## config.mk

```make
export PLATFORM = sky130hd
export DESIGN_NAME = serial_adder_ctrl
export DESIGN_NICKNAME = d
export VERILOG_FILES = /design/src/rtl/serial_adder_ctrl.sv
export SDC_FILE = /design/constraint.sdc
export NUM_CORES = 1
export LEC_CHECK = 0
export CAP_MARGIN = 20
export CORE_MARGIN = 4
export CORE_UTILIZATION = 44
export CTS_CLUSTER_SIZE = 14
export DETAILED_ROUTE_END_ITERATION = 10
export GPL_ROUTABILITY_DRIVEN = 0
export GPL_TIMING_DRIVEN = 0
export PLACE_DENSITY = 0.72
export SLEW_MARGIN = 5
export SYNTH_ARGS = -nofsm -noshare
export SYNTH_HDL_FRONTEND = slang
export SYNTH_SLANG_ARGS = --single-unit
```

## constraint.sdc

```tcl
create_clock -name clk -period 1.4 [get_ports clk]
set_clock_uncertainty 0.1 [all_clocks]
set_input_delay 0.14 -clock clk [delete_from_list [all_inputs] [get_ports clk]]
set_output_delay 0.14 -clock clk [all_outputs]
set_load 0.02 [all_outputs]
```

## src/rtl/serial_adder_ctrl.sv

```systemverilog
// serial_adder_ctrl: bit-serial sequencer around an external single-bit full adder.
// Operands arrive over a valid/ready handshake.
// One bit pair per cycle is presented LSB first, together with the registered carry.
// The adder's sum/carry are captured each cycle.
// The WIDTH-bit result plus carry-out is returned over a valid/ready handshake.
//
// state | meaning
// IDLE  | waiting for operands, in_ready high
// RUN   | one bit per cycle through the external adder, cnt_q = bit index
// DONE  | result presented on sum/cout, held until out_ready
module serial_adder_ctrl #(
  parameter int WIDTH = 8
) (
  input  logic             clk,
  input  logic             rst_n,
  input  logic             in_valid,
  output logic             in_ready,
  input  logic [WIDTH-1:0] a,
  input  logic [WIDTH-1:0] b,
  input  logic             cin,
  output logic             fa_x1,
  output logic             fa_x2,
  output logic             fa_cin,
  input  logic             fa_sum,
  input  logic             fa_cout,
  output logic             out_valid,
  input  logic             out_ready,
  output logic [WIDTH-1:0] sum,
  output logic             cout
);

  localparam int CW = $clog2(WIDTH);
  localparam logic [CW-1:0] CNT_LAST = CW'(WIDTH - 1);

  typedef enum logic [1:0] {
    IDLE = 2'd0,
    RUN  = 2'd1,
    DONE = 2'd2
  } state_e;

  state_e           state_q;
  logic [WIDTH-1:0] a_sh_q;
  logic [WIDTH-1:0] b_sh_q;
  logic [WIDTH-1:0] sum_sh_q;
  logic             carry_q;
  logic [CW-1:0]    cnt_q;
  logic             in_ready_q;
  logic             out_valid_q;
  logic             run_q;

  // Sequencer: operand capture, per-bit shifting through the adder, result hold.
  // The counter stops at the last bit index instead of wrapping, so it only
  // ever holds values 0..WIDTH-1 while in RUN.
  always_ff @(posedge clk or negedge rst_n) begin
    if (!rst_n) begin
      state_q     <= IDLE;
      a_sh_q      <= '0;
      b_sh_q      <= '0;
      sum_sh_q    <= '0;
      carry_q     <= 1'b0;
      cnt_q       <= '0;
      in_ready_q  <= 1'b1;
      out_valid_q <= 1'b0;
      run_q       <= 1'b0;
    end else begin
      case (state_q)
        IDLE: begin
          if (in_valid) begin
            a_sh_q     <= a;
            b_sh_q     <= b;
            carry_q    <= cin;
            cnt_q      <= '0;
            in_ready_q <= 1'b0;
            run_q      <= 1'b1;
            state_q    <= RUN;
          end
        end
        RUN: begin
          a_sh_q   <= a_sh_q >> 1;
          b_sh_q   <= b_sh_q >> 1;
          sum_sh_q <= {fa_sum, sum_sh_q[WIDTH-1:1]};
          carry_q  <= fa_cout;
          if (cnt_q == CNT_LAST) begin
            run_q       <= 1'b0;
            out_valid_q <= 1'b1;
            state_q     <= DONE;
          end else begin
            cnt_q <= cnt_q + 1'b1;
          end
        end
        DONE: begin
          // Returning to IDLE here, not accepting, keeps a new operand out
          // of the result handshake edge.
          if (out_ready) begin
            out_valid_q <= 1'b0;
            in_ready_q  <= 1'b1;
            state_q     <= IDLE;
          end
        end
        default: begin
          in_ready_q  <= 1'b1;
          out_valid_q <= 1'b0;
          run_q       <= 1'b0;
          state_q     <= IDLE;
        end
      endcase
    end
  end

  // Adder inputs are forced to zero outside RUN.
  // Results are masked to zero outside DONE, so nothing partial ever appears on sum/cout.
  assign in_ready  = in_ready_q;
  assign out_valid = out_valid_q;
  assign fa_x1     = run_q & a_sh_q[0];
  assign fa_x2     = run_q & b_sh_q[0];
  assign fa_cin    = run_q & carry_q;
  assign sum       = {WIDTH{out_valid_q}} & sum_sh_q;
  assign cout      = out_valid_q & carry_q;

endmodule

```

==> impl_metrics.sql, run 1 <==
INSERT INTO impl_metrics (metric_group, metric, value, unit) VALUES
('worst_setup_path', 'cpMostUsedCell', 'sky130_fd_sc_hd__buf_6', ''),
('worst_setup_path', 'crit_path_start_kind', 'register', ''),
('die', 'placement_rows', '21', ''),
('timing', 'fin_crit_sh', '1.01', ''),
('die', 'floorplan.initialDensity', '0.465', ''),
('synth', 'synthAdderAreaFrac', '0.0159', ''),
('synth', 'netlist_instances', '149', ''),
('worst_setup_path', 'r2r-start', 'cnt_q[0]$_DFFE_PN0P_', ''),
('worst_setup_path', 'critPathMaxFanout', '7', ''),
('die', 'io-pin-count', '37', ''),
('power', 'net_switching_fraction_of_the_power', '0.386', ''),
('timing', 'layout_min_cycle_time', '1410', 'ps'),
('route', 'drt_wl_total', '3820', 'microns'),
('global_routing', 'first_global_vias', '1383', ''),
('power', 'p_switching', '1.83', 'mW'),
('route', 'ant_nets', '0', ''),
('synth', 'synth_simple_gate_area_share', '0.0913', ''),
('die', 'fp.dieArea', '4600', 'sq um'),
('clocking', 'clkTransAtPathRegs', '100', 'ps'),
('timing', 'fmax', '708', 'MHz'),
('worst_hold_path', 'hold_path_startpoint', 'in_valid', ''),
('timing', 'slew_headroom', '0.525', ''),
('clocking', 'tritoncts_num_sinks', '33', ''),
('synth', 'synth_top_family_by_area', 'compound AO/OA/AOI/OAI gates', ''),
('worst_setup_path', 'cp_slowest_stage_delay', '450', 'ps'),
('synth', 'yosysSeqAreaShare', '0.525', ''),
('cells_and_area', 'design_area', '2110', 'sq um'),
('power', 'power.share.sequential', '0.375', ''),
('timing', 'worstMarginPinSlew', '713', 'ps'),
('clocking', 'clock_insertion_delay_at_the_later_pin_of_the_skew_report', '340', 'ps'),
('worst_hold_path', 'hold_path_depth', '3', ''),
('synth', 'post_synth.cell_area_avg', '10.6', 'sq um'),
('worst_setup_path', 'crit_required', '1160', 'ps'),
('placed_design', 'io_buffer_count', '35', ''),
('cells_and_area', 'layout-drive-gt1-share', '0.299', ''),
('worst_setup_path', 'timing.critical_path.cells', 'buf_6 > and2_4 > buf_6', ''),
('route', 'drt-initial-drc-count', '142', ''),
('power', 'ir_drop', '1090', 'uV'),
('timing', 'rsz0062_at_grt', 'yes', ''),
('synth', 'synth.ff_latch_count', '33', ''),
('route', 'detail_route.vias_per_cell', '5.57', ''),
('status', 'status', 'complete, but fails checks', ''),
('run', 'maxCapViolCount', '0', ''),
('worst_setup_path', 'cp.arrival', '1170', 'ps'),
('clocking', 'clock_tree.buffer_depth', '2', ''),
('global_routing', 'gr-total-overflow', '0', ''),
('cells_and_area', 'design.final.nets', '225', ''),
('die', 'die_h', '67.9', 'microns'),
('global_routing', 'groute.usage.overall', '0.186', ''),
('clocking', 'clock_tree.htree_level_count', '2', ''),
('power', 'share_clk_of_total_power', '0.117', ''),
('timing', 'maxSlewViolCount', '0', ''),
('worst_hold_path', 'holdPathEnd', 'b_sh_q[3]$_DFFE_PN0P_', ''),
('synth', 'yosys_warnings', '0', ''),
('timing', 'hold_viol_final', '0', ''),
('cells_and_area', 'multiInputGateArea', '694', 'sq um'),
('placed_design', 'dp_worst_setup_slack', '-165', 'ps'),
('worst_setup_path', 'ff2ff_setup_slack', '40', 'ps'),
('worst_setup_path', 'slowest_stage', 'sky130_fd_sc_hd__dfrtp_2', ''),
('cells_and_area', 'ff_latch_area', '831', 'sq um'),
('worst_hold_path', 'min_path_type', 'primary input to register', ''),
('clocking', 'number_of_buffers_inserted_during_clock_tree_synthesis', '5', ''),
('global_routing', 'maximum_number_of_pins_on_one_net_before_global_route_repair', '34', ''),
('placed_design', 'total_half_perimeter_wirelength_after_legalization_and_detailed_placement', '2650', 'microns'),
('timing', 'timing.final.setup_violations', '3', ''),
('power', 'leakage', '0.921', 'nW'),
('synth', 'synth_cell_area', '1580', 'sq um'),
('worst_setup_path', 'worstReg2RegEnd', 'state_q[1]$_DFFE_PN0P_', ''),
('worst_setup_path', 'path_buf_inv', '2', ''),
('timing', 'finalWorstSetupSlack', '-12.6', 'ps'),
('status', 'failed_checks', 'setup timing', '');
==> kinds of logic after synthesis <==
| group | count (synthesis) |
|---|---|
| AO/OA/AOI/OAI | 65 |
| adder cells (fa/ha/maj) | 2 |
| buffers and inverters | 14 |
| flip-flops | 33 |
| multiplexers | 8 |
| AND/OR/NAND/NOR | 27 |
==> worst max-delay path by stage <==
stage                          startpoint                 endpoint  cells after the start
floorplan            cnt_q[0]$_DFFE_PN0P_     cnt_q[1]$_DFFE_PN0P_                      6
global placement                    rst_n  sum_sh_q[7]$_DFFE_PN0P_                      1
detailed placement   cnt_q[0]$_DFFE_PN0P_     cnt_q[1]$_DFFE_PN0P_                      6
CTS                 out_valid$_DFFE_PN0P_                     cout                      3
global route        out_valid$_DFFE_PN0P_                   sum[3]                      3
finish              out_valid$_DFFE_PN0P_                   sum[7]                      3
==> worst reg2reg max path: cells and delay by family (launching register included) <==
kind            cells  cell delay [ps]
fa+ha+maj           2              440
flops               1              400
buf+inv             1              130
compound gates      1              200
==> through the flow <==
stage	hold slack, ps	util	setup TNS [ps]	cells	total power, mW
after global routing	162	0.623	-239	247	5.09
after floorplan	-256	-	0	149	3.23
after CTS	139	0.613	-116	244	4.65
after global placement	382	0.587	-17750	230	3.91
after detailed placement	131	0.585	-1390	230	4.05
final	154	0.623	-36.0	247	4.74
==> area by class of cell <==
type | count | share of cell area
Timing Repair Buffer | 45 | 0.178
Clock buffer | 8 | 0.0278
Multi-Input combinational cell | 102 | 0.329
Sequential cell | 33 | 0.393
Inverter | 2 | 0.00355
Tap cell | 46 | 0.0273
Buffer | 11 | 0.0415
==> per-layer routing <==
metal	GRT usage	vias to the layer above	routed length, microns
met3	0.0443	9	215
met2	0.296	41	1840
met4	0.0794	0	71
met5	0	-	0
li1	-	657	-
met1	0.241	669	1700
==> sequential cells by signal, indices dropped and copies added, names as in the netlist <==
signal / cells
a_sh_q: 8
b_sh_q: 8
carry_q: 1
cnt_q: 3
in_ready: 1
out_valid: 1
run_q: 1
state_q: 2
sum_sh_q: 8
==> synthesized netlist by cell type <==
cell / n / area share
sky130_fd_sc_hd__a21oi_1: 18 / 0.057
sky130_fd_sc_hd__buf_12: 1 / 0.013
sky130_fd_sc_hd__o22ai_1: 30 / 0.12
sky130_fd_sc_hd__clkbuf_1: 3 / 0.0071
sky130_fd_sc_hd__a22o_1: 2 / 0.011
sky130_fd_sc_hd__nand2b_1: 2 / 0.0079
sky130_fd_sc_hd__buf_4: 2 / 0.0095
sky130_fd_sc_hd__and2_1: 12 / 0.048
sky130_fd_sc_hd__mux2_2: 3 / 0.021
sky130_fd_sc_hd__inv_1: 2 / 0.0048
sky130_fd_sc_hd__mux2_4: 5 / 0.048
sky130_fd_sc_hd__buf_6: 2 / 0.014
sky130_fd_sc_hd__nor2_1: 5 / 0.012
sky130_fd_sc_hd__ha_1: 2 / 0.016
sky130_fd_sc_hd__nand2_1: 5 / 0.012
sky130_fd_sc_hd__a22oi_1: 2 / 0.0095
sky130_fd_sc_hd__nor3_1: 1 / 0.0032
sky130_fd_sc_hd__buf_2: 4 / 0.013
sky130_fd_sc_hd__dfstp_2: 1 / 0.017
sky130_fd_sc_hd__or2b_1: 1 / 0.0048
sky130_fd_sc_hd__o21ai_0: 13 / 0.041
sky130_fd_sc_hd__dfrtp_1: 32 / 0.51
sky130_fd_sc_hd__nor2b_1: 1 / 0.0040
==> power by group through the flow <==
stage / logic, mW / clock network [mW] / registers, mW
after floorplan: 1.51 / 0 / 1.72
after CTS: 2.32 / 0.571 / 1.76
after global routing: 2.63 / 0.615 / 1.85
after detailed placement: 2.25 / 0 / 1.80
final: 2.41 / 0.553 / 1.78
after global placement: 2.15 / 0 / 1.76
==> layout by cell type, fill, tap and decap left out, types with 2 or more instances in the layout <==
cell                              synthesis  routed
sky130_fd_sc_hd__o22ai_1                 30      29
sky130_fd_sc_hd__dfrtp_1                 32      29
sky130_fd_sc_hd__clkdlybuf4s50_1          0      20
sky130_fd_sc_hd__a21oi_1                 18      18
sky130_fd_sc_hd__buf_2                    4      16
sky130_fd_sc_hd__o21ai_0                 13      10
sky130_fd_sc_hd__buf_4                    2      10
sky130_fd_sc_hd__and2_1                  12       9
sky130_fd_sc_hd__buf_6                    2       6
sky130_fd_sc_hd__nand2_1                  5       5
sky130_fd_sc_hd__mux2_4                   5       5
sky130_fd_sc_hd__clkbuf_4                 0       5
sky130_fd_sc_hd__nor2_1                   5       4
sky130_fd_sc_hd__and2_4                   0       3
sky130_fd_sc_hd__o21ai_1                  0       3
sky130_fd_sc_hd__mux2_2                   3       3
sky130_fd_sc_hd__dfrtp_2                  0       3
sky130_fd_sc_hd__inv_1                    2       2
sky130_fd_sc_hd__clkbuf_2                 0       2
sky130_fd_sc_hd__a22o_1                   2       2
sky130_fd_sc_hd__a22oi_1                  2       2
sky130_fd_sc_hd__clkbuf_1                 3       2
==> what timing repair did <==
action,CTS,global route
buffers inserted,6,3
endpoints found under the setup margin,24,25
endpoints found under the hold margin,32,0
hold buffers,1,0
gates resized for setup,69,13
Note: power is estimated with default switching activity, not from simulation.
==> inputs of run 2 (changes only) <==
==> constraint.sdc (replaced) <==
create_clock -name clk -period 1.24 [get_ports clk]
set_clock_uncertainty 0.1 [all_clocks]
set_input_delay 0.124 -clock clk [delete_from_list [all_inputs] [get_ports clk]]
set_output_delay 0.124 -clock clk [all_outputs]
set_load 0.02 [all_outputs]
==> run 2 against run 1 <==
The flow still finishes with violations (setup timing). Worst setup slack got worse by 120 ps. Die area did not move. Utilization rose by 16 points. Wire length rose by 34%. Total power rose by 46%. Sequential cell count did not move. Via count rose by 7.8%. Register-to-register slack got worse by 140 ps. First-iteration DRC count fell by 48%. Non-clock buffer count rose by 11. Critical endpoint is now sum[4]. Highest routed layer unchanged.
==> impl_metrics.sql, run 2 (synthesized netlist as in run 1, its figures left out) <==
INSERT INTO impl_metrics (metric_group, metric, value, unit) VALUES
('status', 'status', 'complete, but fails checks', ''),
('status', 'failed_checks', 'setup timing', ''),
('timing', 'fmax', '727', 'MHz'),
('route', 'routed_wire_length_per_instance', '19.8', 'microns'),
('die', 'die_h', '67.9', 'microns'),
('timing', 'timing.final.setup_violations', '41', ''),
('clocking', 'clock_tree.buffer_depth', '2', ''),
('cells_and_area', 'layout-drive-gt1-share', '0.580', ''),
('power', 'ir_drop', '1380', 'uV'),
('cells_and_area', 'final_common_cell', 'sky130_fd_sc_hd__dfrtp_1', ''),
('worst_setup_path', 'cpMostUsedCell', 'sky130_fd_sc_hd__buf_6', ''),
('cells_and_area', 'syn2layout_area_growth', '69.1', '%'),
('cells_and_area', 'antennaDiodeCount', '0', ''),
('worst_hold_path', 'min_path_type', 'primary input to register', ''),
('timing', 'maxSlewViolCount', '0', ''),
('worst_setup_path', 'cp_delay_by_family_top', 'flip-flops', ''),
('worst_setup_path', 'timing.critical_path.cells', 'buf_6 > and2_4 > buf_6', ''),
('global_routing', 'gr-total-overflow', '0', ''),
('clocking', 'tritoncts', 'yes', ''),
('run', 'maxCapViolCount', '0', ''),
('global_routing', 'antenna_found_initial', '0', ''),
('route', 'drt-initial-drc-count', '74', ''),
('clocking', 'number_of_buffers_inserted_during_clock_tree_synthesis', '5', ''),
('cells_and_area', 'commonest_non_fill_non_tap_cells_in_the_layout', 'sky130_fd_sc_hd__dfrtp_1 (29), sky130_fd_sc_hd__buf_6 (26), sky130_fd_sc_hd__clkdlybuf4s50_1 (20)', ''),
('die', 'floorplan.die.width', '67.9', 'microns'),
('route', 'num_vias', '1483', ''),
('timing', 'hold_viol_final', '0', ''),
('worst_setup_path', 'cp_slowest_stage_delay', '430', 'ps'),
('clocking', 'clkTransAtPathRegs', '110', 'ps'),
('worst_setup_path', 'slowest_stage', 'sky130_fd_sc_hd__dfrtp_2', ''),
('global_routing', 'groute.usage.overall', '0.218', ''),
('timing', 'fin_crit_sh', '1.11', ''),
('cells_and_area', 'largestRegisters', 'a_sh_q: 8 flops, b_sh_q: 8 flops, sum_sh_q: 8 flops', ''),
('route', 'ant_nets', '0', ''),
('global_routing', 'grt_first_pass_wirelength', '7350', 'microns'),
('route', 'detailedRoute.firstPassIterationCount', '5', ''),
('timing', 'finalWorstSetupSlack', '-135', 'ps'),
('power', 'total_power_of_the_final_layout', '6.90', 'mW'),
('die', 'io-pin-count', '37', ''),
('clocking', 'cts_root_buffer', 'sky130_fd_sc_hd__clkbuf_4', ''),
('timing', 'rsz0062_at_grt', 'yes', ''),
('die', 'placement_rows', '21', ''),
('power', 'leakage', '1.09', 'nW'),
('worst_hold_path', 'holdPathEnd', 'a_sh_q[7]$_DFFE_PN0P_', ''),
('worst_setup_path', 'critPathMaxFanout', '6', ''),
('worst_setup_path', 'crit_required', '1020', 'ps'),
('worst_hold_path', 'hold_path_depth', '3', ''),
('timing', 'layout_min_cycle_time', '1380', 'ps'),
('die', 'fp.dieArea', '4600', 'sq um'),
('placed_design', 'io_buffer_count', '35', ''),
('worst_setup_path', 'crit_path_start_kind', 'register', ''),
('worst_setup_path', 'worstReg2RegEnd', 'b_sh_q[5]$_DFFE_PN0P_', ''),
('timing', 'setup_total_negative_slack', '-2960', 'ps'),
('worst_setup_path', 'cp.arrival', '1150', 'ps'),
('placed_design', 'total_half_perimeter_wirelength_after_legalization_and_detailed_placement', '2610', 'microns'),
('worst_setup_path', 'criticalPathCategory', 'register to output port', ''),
('power', 'pwr_density_cell', '2590', 'nW/um^2'),
('worst_setup_path', 'path_buf_inv', '2', ''),
('worst_setup_path', 'cp_capture_type', 'output port', ''),
('clocking', 'tritoncts_num_sinks', '33', ''),
('worst_setup_path', 'r2r-start', 'state_q[1]$_DFFE_PN0P_', ''),
('route', 'detail_route.vias_per_cell', '5.75', ''),
('worst_hold_path', 'hold_path_startpoint', 'a[7]', ''),
('worst_setup_path', 'worst_setup_path_startpoint', 'out_valid$_DFFE_PN0P_', ''),
('route', 'drt_wl_total', '5110', 'microns'),
('clocking', 'clock_insertion_delay_at_the_later_pin_of_the_skew_report', '340', 'ps'),
('die', 'floorplan.initialDensity', '0.465', ''),
('global_routing', 'maximum_number_of_pins_on_one_net_before_global_route_repair', '34', ''),
('worst_setup_path', 'ff2ff_setup_slack', '-100', 'ps'),
('cells_and_area', 'n_fill_cell', '197', ''),
('cells_and_area', 'design.final.nets', '236', ''),
('clocking', 'clock_tree.htree_level_count', '2', ''),
('route', 'remaining_drc_errors', '0', ''),
('timing', 'slew_headroom', '0.515', ''),
('timing', 'worstMarginPinSlew', '727', 'ps'),
('worst_setup_path', 'timing.reg2reg.worst_path_depth', '4', ''),
('global_routing', 'first_global_vias', '1509', ''),
('die', 'floorplan.core_area', '3390', 'sq um');
-- run 2: cell types whose count changed in the layout (fill, tap and decap cells not counted), moves of 3 or more --
cell | previous run | this run
sky130_fd_sc_hd__buf_6 | 6 | 26
sky130_fd_sc_hd__o22ai_1 | 29 | 11
sky130_fd_sc_hd__a21oi_2 | 0 | 12
sky130_fd_sc_hd__a21oi_1 | 18 | 6
sky130_fd_sc_hd__o22ai_2 | 1 | 8
sky130_fd_sc_hd__o22ai_4 | 0 | 11
sky130_fd_sc_hd__buf_2 | 16 | 3
sky130_fd_sc_hd__o21ai_0 | 10 | 3
sky130_fd_sc_hd__o21ai_1 | 3 | 7
sky130_fd_sc_hd__o21ai_2 | 0 | 3
sky130_fd_sc_hd__and2_1 | 9 | 0
sky130_fd_sc_hd__and2_4 | 3 | 12
-- run 2: power by group --
part | switching [mW] | leakage (nW) | total [mW] | internal (mW)
Combinational | 1.82 | 0.679 | 4.15 | 2.33
Sequential | 0.563 | 0.381 | 2.16 | 1.60
Clock | 0.380 | 0.0320 | 0.596 | 0.216
Total | 2.76 | 1.09 | 6.90 | 4.14
-- run 2: repair_timing --
item / 4_1_cts / 5_1_grt
gates resized for setup: 152 / 37
hold endpoints to repair: 32 / 0
gates cloned: 3 / 0
pin swaps: 37 / 9
hold buffers: 1 / 0
buffers inserted: 16 / 3
setup endpoints to repair: 45 / 47
-- run 2: worst reg2reg max path, stage by stage, from the launching register on --
cell,delay (ps)
sky130_fd_sc_hd__dfrtp_2,440
sky130_fd_sc_hd__nand2b_4,220
sky130_fd_sc_hd__buf_6,180
sky130_fd_sc_hd__o22ai_1,220
sky130_fd_sc_hd__a21oi_2,70
-- run 2: area by class of cell --
cell class                 count  area, sq um  area share
buffer                         9         96.3      0.0361
clock buffer                   6         41.3      0.0155
clock inverter                 2         10.0     0.00375
inverter                       2         7.51     0.00282
multi-input combinational    102         1010       0.379
sequential                    33          831       0.312
tap                           46         57.6      0.0216
timing repair buffer          58          612       0.229
-- run 2: per-layer routing --
metal  share of wire  up-vias  global-route usage
met5               0        -                   0
met3           0.049       10              0.0394
met1            0.41      750               0.271
li1                -      677                   -
met2            0.52       46               0.383
met4           0.015        0              0.0670
-- run 2: how the worst max path moves through the flow --
| stage | slack (ps) | cells past startpoint | to |
|---|---|---|---|
| 2_1_floorplan | -100 | 5 | state_q[0]$_DFFE_PN0P_ |
| 4_1_cts | -130 | 3 | sum[7] |
| 5_1_grt | -180 | 3 | sum[4] |
| 3_3_place_gp | -790 | 1 | state_q[1]$_DFFE_PN0P_ |
| 6_report | -140 | 3 | sum[4] |
| 3_5_place_dp | -270 | 2 | sum[0] |
-- run 2: through the flow --
step	setup slack, ps	hold slack, ps	instances	cell area [sq um]	util
floorplan	-105	-272	149	1610	-
global placement	-790	382	230	2020	0.596
detailed placement	-273	119	230	2020	0.595
CTS	-129	139	255	2470	0.728
global route	-177	231	258	2670	0.787
finish	-135	202	258	2670	0.787
==> inputs of run 3 (changes only) <==
--- a/config.mk
+++ b/config.mk
@@ -6,7 +6,8 @@
 export NUM_CORES = 1
 export LEC_CHECK = 0
 export CAP_MARGIN = 20
-export CORE_MARGIN = 4
+export CORE_ASPECT_RATIO = 0.8
+export CORE_MARGIN = 2
 export CORE_UTILIZATION = 44
 export CTS_CLUSTER_SIZE = 14
 export DETAILED_ROUTE_END_ITERATION = 10
==> constraint.sdc (replaced) <==
create_clock -name clk -period 1.24 [get_ports clk]
set_clock_uncertainty 0.1 [all_clocks]
set_input_delay 0.124 -clock clk [delete_from_list [all_inputs] [get_ports clk]]
set_output_delay 0.124 -clock clk [all_outputs]
set_load 0.05 [all_outputs]
==> run 3 against run 2 <==
Critical path type is now register to register. Largest cell class unchanged. Critical path depth is the same. Sequential cell count unchanged. The run still ends with setup timing left. Non-clock buffer count shrank 10.
==> impl_metrics.sql, run 3 (synthesized netlist as in run 1, its figures left out) <==
INSERT INTO impl_metrics (metric_group, metric, value, unit) VALUES
('clocking', 'clock_tree.htree_level_count', '2', ''),
('timing', 'hold-worst-slack', '221', 'ps'),
('timing', 'layout_min_cycle_time', '1360', 'ps'),
('worst_setup_path', 'timing.critical_path.cells', 'nand2b_4 > buf_12 > mux2_4', ''),
('global_routing', 'grt_use_met3', '0.0477', ''),
('global_routing', 'grt_busiest_layer', 'met1', ''),
('die', 'fp.dieArea', '4080', 'sq um'),
('timing', 'hold_viol_final', '0', ''),
('cells_and_area', 'syn2layout_area_growth', '59.0', '%'),
('cells_and_area', 'largestRegisters', 'a_sh_q: 8 flops, b_sh_q: 8 flops, sum_sh_q: 8 flops', ''),
('clocking', 'tritoncts', 'yes', ''),
('worst_setup_path', 'cp_capture_type', 'register', ''),
('cells_and_area', 'final_common_cell', 'sky130_fd_sc_hd__dfrtp_1', ''),
('cells_and_area', 'commonest_non_fill_non_tap_cells_in_the_layout', 'sky130_fd_sc_hd__dfrtp_1 (28), sky130_fd_sc_hd__clkdlybuf4s50_1 (20), sky130_fd_sc_hd__o22ai_1 (15), sky130_fd_sc_hd__a21oi_1 (14), sky130_fd_sc_hd__buf_8 (14)', ''),
('worst_setup_path', 'crit_required', '1310', 'ps'),
('worst_setup_path', 'timing.reg2reg.worst_path_depth', '3', ''),
('global_routing', 'grt_use_met2', '0.294', ''),
('global_routing', 'antenna_found_initial', '0', ''),
('worst_setup_path', 'ff2ff_setup_slack', '-120', 'ps'),
('cells_and_area', 'design.final.nets', '226', ''),
('worst_setup_path', 'r2r-start', 'state_q[1]$_DFFE_PN0P_', ''),
('timing', 'fin_crit_sh', '1.09', ''),
('die', 'placement_rows', '19', ''),
('timing', 'fmax', '737', 'MHz'),
('worst_hold_path', 'hold_path_depth', '3', ''),
('route', 'remaining_drc_errors', '0', ''),
('timing', 'worstMarginPinSlew', '435', 'ps'),
('clocking', 'clkTransAtPathRegs', '70', 'ps'),
('worst_hold_path', 'hold_path_startpoint', 'in_valid', ''),
('worst_hold_path', 'holdPathEnd', 'b_sh_q[1]$_DFFE_PN0P_', ''),
('route', 'drt_wl_total', '4140', 'microns'),
('status', 'failed_checks', 'setup timing', ''),
('global_routing', 'grt_util_met1', '0.295', ''),
('clocking', 'number_of_buffers_inserted_during_clock_tree_synthesis', '5', ''),
('worst_setup_path', 'cp_slowest_stage_delay', '460', 'ps'),
('route', 'detailedRoute.firstPassIterationCount', '4', ''),
('cells_and_area', 'finalNonFillerCells', '244', ''),
('die', 'floorplan.initialDensity', '0.461', ''),
('global_routing', 'groute.usage.overall', '0.199', ''),
('clocking', 'cts_root_buffer', 'sky130_fd_sc_hd__clkbuf_8', ''),
('power', 'leakage', '1.05', 'nW'),
('power', 'total_power_of_the_final_layout', '7.36', 'mW'),
('worst_hold_path', 'min_path_type', 'primary input to register', ''),
('global_routing', 'gr-total-overflow', '0', ''),
('route', 'drt-initial-drc-count', '89', ''),
('clocking', 'clock_insertion_delay_at_the_later_pin_of_the_skew_report', '290', 'ps'),
('worst_setup_path', 'cp.arrival', '1430', 'ps'),
('placed_design', 'io_buffer_count', '35', ''),
('power', 'ir_drop', '1570', 'uV'),
('clocking', 'tritoncts_num_sinks', '33', ''),
('power', 'pwr_density_cell', '2940', 'nW/um^2'),
('route', 'detail_route.vias_per_cell', '5.80', ''),
('global_routing', 'maximum_number_of_pins_on_one_net_before_global_route_repair', '34', ''),
('run', 'maxCapViolCount', '0', ''),
('route', 'num_vias', '1415', ''),
('die', 'floorplan.core_area', '3420', 'sq um'),
('global_routing', 'first_global_vias', '1293', ''),
('clocking', 'clock_tree.buffer_depth', '2', ''),
('die', 'floorplan.die.width', '70.9', 'microns'),
('die', 'die_h', '57.5', 'microns'),
('timing', 'rsz0062_at_grt', 'yes', ''),
('route', 'ant_nets', '0', ''),
('worst_setup_path', 'crit_path_start_kind', 'register', ''),
('placed_design', 'total_half_perimeter_wirelength_after_legalization_and_detailed_placement', '2510', 'microns'),
('status', 'status', 'complete, but fails checks', ''),
('timing', 'finalWorstSetupSlack', '-117', 'ps'),
('timing', 'maxSlewViolCount', '0', ''),
('worst_setup_path', 'critPathMaxFanout', '5', ''),
('timing', 'timing.final.setup_violations', '34', ''),
('timing', 'slew_headroom', '0.710', ''),
('die', 'io-pin-count', '37', ''),
('placed_design', 'cell_count_post_placement', '226', ''),
('worst_setup_path', 'criticalPathCategory', 'register to register', ''),
('worst_setup_path', 'slowest_stage', 'sky130_fd_sc_hd__dfrtp_2', ''),
('cells_and_area', 'antennaDiodeCount', '0', ''),
('cells_and_area', 'layout-drive-gt1-share', '0.500', ''),
('route', 'routed_wire_length_per_instance', '17.0', 'microns'),
('worst_setup_path', 'worstReg2RegEnd', 'sum_sh_q[3]$_DFFE_PN0P_', ''),
('global_routing', 'grt_first_pass_wirelength', '6360', 'microns');
-- run 3: cell types whose count changed in the layout (fill, tap and decap cells not counted), sizes merged --
cell / change
clkbuf: +3
clkinv: -1
buf: -12
-- run 3: how the worst max path moves through the flow --
stage	slack, ps	startpoint	to
finish	-120	state_q[1]$_DFFE_PN0P_	sum_sh_q[3]$_DFFE_PN0P_
global route	-130	out_valid$_DFFE_PN0P_	sum[3]
CTS	-140	out_valid$_DFFE_PN0P_	sum[2]
detailed placement	-400	out_valid$_DFFE_PN0P_	sum[5]
global placement	-790	rst_n	out_valid$_DFFE_PN0P_
floorplan	-100	cnt_q[0]$_DFFE_PN0P_	state_q[0]$_DFFE_PN0P_
-- run 3: metal layers --
layer,vias up,part of all wire
met2,56,0.48
met3,8,0.059
met5,-,0
met1,690,0.45
li1,661,-
met4,0,0.012
-- run 3: worst max-delay path, delay by kind of cell, from the launching register on --
family | cells | cell delay (ps)
AND/OR/NAND/NOR | 1 | 230
multiplexers | 1 | 290
buffers and inverters | 1 | 160
flip-flops | 1 | 460
-- run 3: through the flow --
| stage | setup slack [ps] | setup TNS, ps | instance area (sq um) | utilization |
|---|---|---|---|---|
| after floorplan | -105 | -1080 | 1630 | - |
| after global placement | -793 | -29850 | 2030 | 0.592 |
| after detailed placement | -403 | -8270 | 2020 | 0.591 |
| after CTS | -137 | -1390 | 2310 | 0.676 |
| after global routing | -129 | -2960 | 2510 | 0.732 |
| final | -117 | -2030 | 2510 | 0.732 |
-- run 3: final cells by class --
| cell class | count | area, sq um |
|---|---|---|
| plain buffers | 9 | 92.6 |
| clock buffers | 7 | 96.3 |
| multi-input cells | 102 | 872 |
| well taps | 42 | 52.6 |
| clock inverters | 1 | 5.00 |
| flip-flops and latches | 33 | 832 |
| fillers | 231 | 917 |
| inverters | 2 | 7.51 |
| repair buffers | 48 | 548 |
-- run 3: timing repair --
action,4_1_cts,5_1_grt
endpoints found under the setup margin,45,46
buffers inserted,9,2
gates resized for setup,132,43
pin swaps,2,6
hold endpoints to repair,32,0
hold buffers,1,0
gates cloned,1,0
-- run 3: power breakdown --
group          internal (mW)  total [mW]  switching [mW]
registers               1.60        2.11           0.506
logic                   2.24        4.37            2.12
clock network          0.501       0.879           0.378
total                   4.35        7.36            3.01
